### src/rtl/x_delay_arb.sv
`default_nettype none
// ============================================================================
// Module   : x_delay_arb
// Brief    : NREQ edge-triggered requesters sharing one round-robin countdown
//            engine. Each granted request yields a delayed one-clock strobe.
// Revision : 1.0 - initial release
// ============================================================================
module x_delay_arb #(
    parameter int NREQ  = 4,
    parameter int MXDLY = 4,
    parameter int MXID  = 2
) (
    input  logic                  clock,
    input  logic                  reset,
    input  logic [NREQ-1:0]       d,
    input  logic [NREQ*MXDLY-1:0] delay,
    input  logic                  clr_ovf,
    output logic [NREQ-1:0]       q,
    output logic                  busy,
    output logic [MXID-1:0]       grant_id,
    output logic [NREQ-1:0]       ovf
);

    typedef enum logic [1:0] {
        S_IDLE  = 2'd0,
        S_COUNT = 2'd1,
        S_FIRE  = 2'd2
    } state_t;

    state_t           r_state;
    state_t           w_next;
    logic [NREQ-1:0]  r_pend;
    logic [NREQ-1:0]  r_inhibit;
    logic [NREQ-1:0]  r_ovf;
    logic [NREQ-1:0]  r_q;
    logic             r_busy;
    logic [MXID-1:0]  r_grant;
    logic [MXID-1:0]  r_rr;
    logic [MXDLY-1:0] r_cnt;

    logic [NREQ-1:0]  w_trig;
    logic [NREQ-1:0]  w_clr;
    logic [NREQ-1:0]  w_ovf_set;
    logic [NREQ-1:0]  w_rot;
    logic [MXID:0]    w_off;
    logic [MXID:0]    w_sum;
    logic [MXID-1:0]  w_sel;
    logic [MXID-1:0]  w_rr_next;
    logic             w_found;
    logic [MXDLY-1:0] w_dly [NREQ];

    genvar gi;
    generate
        for (gi = 0; gi < NREQ; gi++) begin : g_dly
            assign w_dly[gi] = delay[gi*MXDLY +: MXDLY];
        end
    endgenerate

    assign w_trig  = d & ~r_inhibit;
    assign w_found = |r_pend;

    // Rotate pending so the rr pointer sits at bit 0, take the lowest set bit,
    // then rotate the winning offset back into a channel index.
    always_comb begin
        w_rot = NREQ'({r_pend, r_pend} >> r_rr);
        w_off = '0;
        for (int k = NREQ - 1; k >= 0; k--) begin
            if (w_rot[k]) begin
                w_off = (MXID+1)'(k);
            end
        end
        w_sum = {1'b0, r_rr} + w_off;
        if (w_sum >= (MXID+1)'(NREQ)) begin
            w_sum = w_sum - (MXID+1)'(NREQ);
        end
        w_sel = MXID'(w_sum);
    end

    assign w_rr_next = (r_grant == MXID'(NREQ - 1)) ? '0 : r_grant + 1'b1;
    assign w_clr     = (r_state == S_IDLE && w_found) ? (NREQ'(1) << w_sel) : '0;
    // A trigger landing on the grant edge re-queues instead of overflowing.
    assign w_ovf_set = w_trig & r_pend & ~w_clr;

    always_comb begin
        w_next = r_state;
        case (r_state)
            S_IDLE:  if (w_found) w_next = S_COUNT;
            S_COUNT: if (r_cnt == '0) w_next = S_FIRE;
            S_FIRE:  w_next = S_IDLE;
            default: w_next = S_IDLE;
        endcase
    end

    always_ff @(posedge clock or posedge reset) begin
        if (reset) begin
            r_state   <= S_IDLE;
            r_pend    <= '0;
            r_inhibit <= '0;
            r_ovf     <= '0;
            r_q       <= '0;
            r_busy    <= 1'b0;
            r_grant   <= '0;
            r_rr      <= '0;
            r_cnt     <= '0;
        end else begin
            r_inhibit <= d;
            r_pend    <= (r_pend & ~w_clr) | w_trig;
            r_ovf     <= (clr_ovf ? '0 : r_ovf) | w_ovf_set;
            r_state   <= w_next;
            r_busy    <= (w_next != S_IDLE);
            case (r_state)
                S_IDLE: begin
                    r_q <= '0;
                    if (w_found) begin
                        r_grant <= w_sel;
                        r_cnt   <= w_dly[w_sel];
                    end
                end
                S_COUNT: begin
                    if (r_cnt == '0) begin
                        r_q <= NREQ'(1) << r_grant;
                    end else begin
                        r_cnt <= r_cnt - 1'b1;
                    end
                end
                S_FIRE: begin
                    r_q  <= '0;
                    r_rr <= w_rr_next;
                end
                default: r_q <= '0;
            endcase
        end
    end

    assign q        = r_q;
    assign busy     = r_busy;
    assign grant_id = r_grant;
    assign ovf      = r_ovf;

endmodule
`default_nettype wire

### config.mk
export PLATFORM = sky130hd
export DESIGN_NAME = x_delay_arb
export DESIGN_NICKNAME = d
export VERILOG_FILES = /design/src/rtl/x_delay_arb.sv
export SDC_FILE = /design/constraint.sdc
export NUM_CORES = 1
export LEC_CHECK = 0
export BUFFER_PORTS_ARGS = -buffer_cell sky130_fd_sc_hd__buf_2
export CORE_UTILIZATION = 51
export CTS_BUF_LIST = sky130_fd_sc_hd__clkbuf_4 sky130_fd_sc_hd__clkbuf_8
export CTS_CLUSTER_SIZE = 16
export DETAILED_ROUTE_END_ITERATION = 6
export PLACE_DENSITY = 0.8
export REMOVE_ABC_BUFFERS = 1
export SLEW_MARGIN = 20
export SYNTH_ARGS = -nofsm -noshare
export SYNTH_HDL_FRONTEND = slang
export SYNTH_SLANG_ARGS = --single-unit
### constraint.sdc
create_clock -name clock -period 2.7 [get_ports clock]
set_clock_uncertainty 0.1 [all_clocks]
set_input_delay 0.81 -clock clock [delete_from_list [all_inputs] [get_ports clock]]
set_output_delay 0.81 -clock clock [all_outputs]
set_load 0.005 [all_outputs]
* Word-level counts from Yosys, hierarchy flattened
Index checks and enable logic that the tools add are counted.
Widths: inputs -> output; s select.
** Operators by class
- Reductions and logical operators :: 8
- Bitwise operators :: 9
- Magnitude comparators :: 2
- Add/subtract/negate cells :: 4
- Shift operators :: 3
- Mux-type cells :: 19
- Equal/unequal tests :: 6
** Operators by type and width (number)
- $mux 4 :: 8
- $and 4x4->4 :: 4
- $mux 2 :: 5
- $mux 3 :: 3
- $bmux 4 s2 :: 1
- $not 4->4 :: 2
- $or 4x4->4 :: 2
- $pmux 4 s2 :: 1
- $shl 1x2->4 const A :: 2
- $shr 8x2->4 :: 1
- $ge 3x3->1 const B :: 2
- $ne 2x2->1 const B :: 3
- $eq 2x2->1 const B :: 2
- $logic_not 4->1 :: 1
- $pmux 2 s2 :: 1
- $reduce_bool 2->1 :: 2
- $reduce_or 4->1 :: 1
- $sub 4x1->4 const B :: 1
- $add 2x3->3 :: 1
- $not 2->3 :: 1
- $reduce_and 3->1 :: 1
- $add 2x1->2 const B :: 1
- $eq 2x1->1 const B :: 1
- $logic_not 2->1 :: 1
- other kinds (3) :: 3
** Word-level totals
- Logic and storage cells :: 60
- Bits in registers :: 27

* Longest topological paths before layout
- Depth in word-level cells :: 14
- Mapped depth :: 13
- Mapped depth without buffers :: 11

* Worst setup path before layout
OpenSTA, ideal clock, no wires.
- Path type :: flip-flop to flip-flop
- From :: register r_pend[3]
- To :: register r_ovf[3], in the netlist ovf[3]
- Path slack :: 0.199 ns
- Arrival :: 2.280 ns
- Cell stages (with the launch flop) :: 13
- Data required time :: 2.480 ns
- Path buffers :: 3
- Clock period less this slack :: 2.501 ns
- Setup time :: 0.120 ns
- Cells stage by stage :: dfrtp_1 > clkbuf_1 > inv_1 > nand3_1 > o311ai_0 > o21ai_0 > o221ai_1 > ha_1 > clkbuf_1 > buf_2 > nand2_1 > a32o_1 > a31o_2
** On the way
- Cells in the longest elaborated chain, start to end :: 13
** Ends and longest elaborated chain
- start: declaration :: line 32 : logic [NREQ-1:0] r_pend;
- start signal: assignment :: line 107 : r_pend <= (r_pend & ~w_clr) | w_trig;
- $shr 8x2->4 * :: line 65 : w_rot = NREQ'({r_pend, r_pend} >> r_rr);
- $mux 2 :: line 68 : if (w_rot[k]) begin
- $mux 3 (2 in series) :: line 68
- $mux 3 * :: line 68
- $add 2x3->3 * :: line 72 : w_sum = {1'b0, r_rr} + w_off;
- $ge 3x3->1 / $sub 2x1->2 (equally long branches) :: line 73, 74
- $mux 2 * :: line 73 : if (w_sum >= (MXID+1)'(NREQ)) begin
- named net w_sum[0] :: line 46 : logic [MXID:0] w_sum;
- $shl 1x2->4 * :: line 80 : assign w_clr = (r_state == S_IDLE && w_found) ? (NREQ'(1) << w_sel) : '0;
- $mux 4 * :: line 80
- $not 4->4 * :: line 82 : assign w_ovf_set = w_trig & r_pend & ~w_clr;
- $and 4x4->4 * :: line 82
- $or 4x4->4 * :: line 108 : r_ovf <= (clr_ovf ? '0 : r_ovf) | w_ovf_set;
- end signal: assignment :: line 108
- end: declaration :: line 34 : logic [NREQ-1:0] r_ovf;
Mark *: on every way through the listed nets, which the timed path passes. The rest lies on a longest branch.
A chain may end at the register's enable or synchronous reset.

* Worst setup path after layout
- From :: register r_rr[0]
- To :: register r_cnt[1]
** On the way
- Cells in the longest elaborated chain, start to end :: 14
** Ends and longest elaborated chain
- start: declaration :: line 38 : logic [MXID-1:0] r_rr;
- start signal: assignment :: line 128 : r_rr <= w_rr_next;
- $shr 8x2->4 :: line 65
- $mux 2 :: line 68
- $mux 3 (3 in series) :: line 68
- $add 2x3->3 * :: line 72
- $ge 3x3->1 / $sub 2x1->2 (equally long branches) :: line 73, 74
- $mux 2 * :: line 73
- named net w_sum[0] :: line 46
- $not 2->3 (implied by the code) * :: line 116 : r_cnt <= w_dly[w_sel];
- $bmux 4 s2 * :: line 116
- $mux 4 (implied by the code) * (2 in series) :: line 116
- $mux 4 * :: line 114 : if (w_found) begin
- $pmux 4 s2 * :: line 111 : case (r_state)
- end signal: assignment :: line 116
- end signal: assignment :: line 123 : r_cnt <= r_cnt - 1'b1;
- end: declaration :: line 39 : logic [MXDLY-1:0] r_cnt;
Mark *: on every way through the listed nets, which the timed path passes. The rest lies on a longest branch. The select of a mux whose other input is x is not followed.

==> metrics <==
Synth async-reset ratio 100%; slew margin rel. 72.7%; max capacitance violation total 0; Post-synth top cells dfrtp_1 (27), mux2i_1 (17), nor2_1 (13); Cell Area, Placed 0.00181 mm²; Seq pwr share 32.9%; RSZ-0062 raised after global routing no; number of buffers added on ports 33; GRT Overall Usage 21.6%; worst-margin pin slew 0.410 ns; clk_lat worst skew 0.35 ns; core area 0.00303 mm²; Pint 1.20 mW; Initial DRT Pass Iterations 4; final hold slack 0.376 ns; Residual DRC 0; Fin. Hold Viols 0; hold-fix buffer count after cts 0; via count 1342; Detailed Place HPWL 2.54 mm; P&R area growth vs syn 15.4%; Final setup viols 0; die area 0.00338 mm²; status finished, final reports clean; CP Class reg2reg; Synth Flop Type dfrtp_1; first-pass GRT wire length 5.60 mm; Die W 58.2 µm; drt total wl 3.35 mm; Root Buffer clkbuf_4; largest net degree at the start of global routing 28; layout cells sized above 1 27.6%; nets@finish 226; Sw Ratio 44.4%; IO Pins 34; CP required 2.83 ns; worst r2r dst r_cnt[1]; initial antenna violation count 0; routed len/inst 14.0 µm; CP Launch Type flip-flop; total CTS buffers 3; Post-Place Cells 236; P per Cell Area 1160 mW/mm²; synth warn 0; RR Startpoint r_rr[0]; Reg clk slew, reported paths 0.16 ns; area share of the leading cell type in the synthesized netlist 42.0%; Fmax 388 MHz; CP Capture Type flip-flop; cells on worst reg2reg path 10; Tcrit/Tclk final 95.4%; area of the multi-input gates 856 µm²; R2R Setup Slk 0.12 ns; top area cells in the synthesized netlist dfrtp_1 (42%), mux2i_1 (11%), ha_1 (4.7%); Comb pwr share 58.1%; most frequent cell after synthesis dfrtp_1; initial DRC count 55; vias in the first global route 1363; WP data arrival 2.71 ns; GRT overflow 0; Detail Route Antenna Nets 0; Die Height 58.2 µm; Final min period 2.58 ns; synth unique cells 42; Tot Pwr 2.16 mW; Vias/cell 5.59; peak fanout along the critical path 13; n_diodes 0; Pleak 0.835 nW; H-tree lvl count 1; Post-synth EDFFs 0; CTS max path bufs 2; Sink Count 27; clock share of power 9.0%; worst vdd ir 575 µV; cell area after layout 0.00186 mm²; Row Count 20; Setup Fix Bufs, Post-CTS 0; sequential area share after synthesis 42.0%; Avg Cell Area, Syn 9.81 µm²; Slew Limit Fails 0; post-synthesis cell area 0.00161 mm²; Final GP Congestion 0.750; final setup margin 0.124 ns; Filler cells 253; #FFs+latches synth 27; CTS tree done; initial core utilization 53.1%; Util after Layout 61.3%; switching power 0.959 mW; Non-Filler Instances 240; hold crit path type in2async; Synth area leader dfrtp_1; TNS Setup 0 ns; Gate Count Post-Synth 164; Sequential Area 678 µm²; pre-CTS setup slack 0.0306 ns
[power groups by stage]
stage / Combinational, mW / Sequential (mW) / Clock, mW
global route: 1.37 / 0.735 / 0.208
detailed placement: 1.19 / 0.713 / 0
finish: 1.26 / 0.712 / 0.195
floorplan: 0.876 / 0.684 / 0
CTS: 1.21 / 0.703 / 0.198
global placement: 1.15 / 0.695 / 0
[worst max-delay path, cell delays in order, from the launching register on]
cell and delay (ns):
dfrtp_2 0.50, inv_1 0.11, nand2_1 0.09, o22ai_1 0.07
o21ai_0 0.21, o221ai_1 0.22, ha_4 0.44, mux2i_1 0.26
o22ai_1 0.11, mux2i_1 0.18, o221ai_1 0.16
[how the worst max path moves through the flow]
stage,slack (ns),cells after the start,start,to
2_1_floorplan,0.36,9,r_rr[0],ovf[3]
6_report,0.12,10,r_rr[0],r_cnt[1]
3_5_place_dp,0.03,10,r_rr[0],r_cnt[1]
3_3_place_gp,0.17,10,r_rr[0],r_cnt[1]
4_1_cts,0.10,10,r_rr[0],r_cnt[1]
5_1_grt,0.02,8,r_pend[2],r_cnt[1]
[sequential cells by signal, summed over array words and instances, names as in the netlist]
register / cells
ovf: 4
q: 4
r_cnt: 4
r_inhibit: 4
r_pend: 4
grant_id: 2
r_rr: 2
r_state: 2
busy: 1
[layout by cell type, fill, tap and decap left out, types with 6 or more instances in the layout]
| cell | instances |
|---|---|
| dfrtp_1 | 25 |
| nand2_1 | 11 |
| buf_2 | 33 |
| mux2i_1 | 17 |
| o22ai_1 | 7 |
| nor2b_1 | 6 |
| nor2_1 | 13 |
| o21ai_0 | 8 |
| inv_1 | 9 |
[layout make-up]
class | instances | area share, %
Inverter | 9 | 1.82
Multi-Input combinational cell | 118 | 46.1
Clock buffer | 3 | 1.21
Sequential cell | 27 | 36.5
Timing Repair Buffer | 38 | 10.9
Clock inverter | 1 | 0.472
Tap cell | 44 | 2.96
[logic make-up (layout without fill, tap and decap cells)]
family,Yosys count,count (layout),synth area share [%]
and+or+nand+nor,53,53,17.7
AOI/OAI and AO/OA,36,36,15.9
DFF,27,27,42.0
muxes,19,19,12.0
buffers and inverters,19,51,5.60
adders and majority gates,6,6,4.67
xor gates and xnor gates,4,4,2.18
[layer usage]
layer  vias up  wire [µm]  share of wire [%]  global-route usage (%)
met3         5        122                3.6                    2.90
met5         -          0                  0                       0
li1        655          -                  -                       -
met4         0         41                1.2                    7.82
met1       650       1450                 43                    24.6
met2        32       1740                 52                    40.7
[repair_timing]
item / 4_1_cts / 5_1_grt
pin swaps: 0 / 0
gates resized for setup: 1 / 3
endpoints found under the setup margin: 1 / 4
No activity file was read; power rests on OpenSTA's default activity.
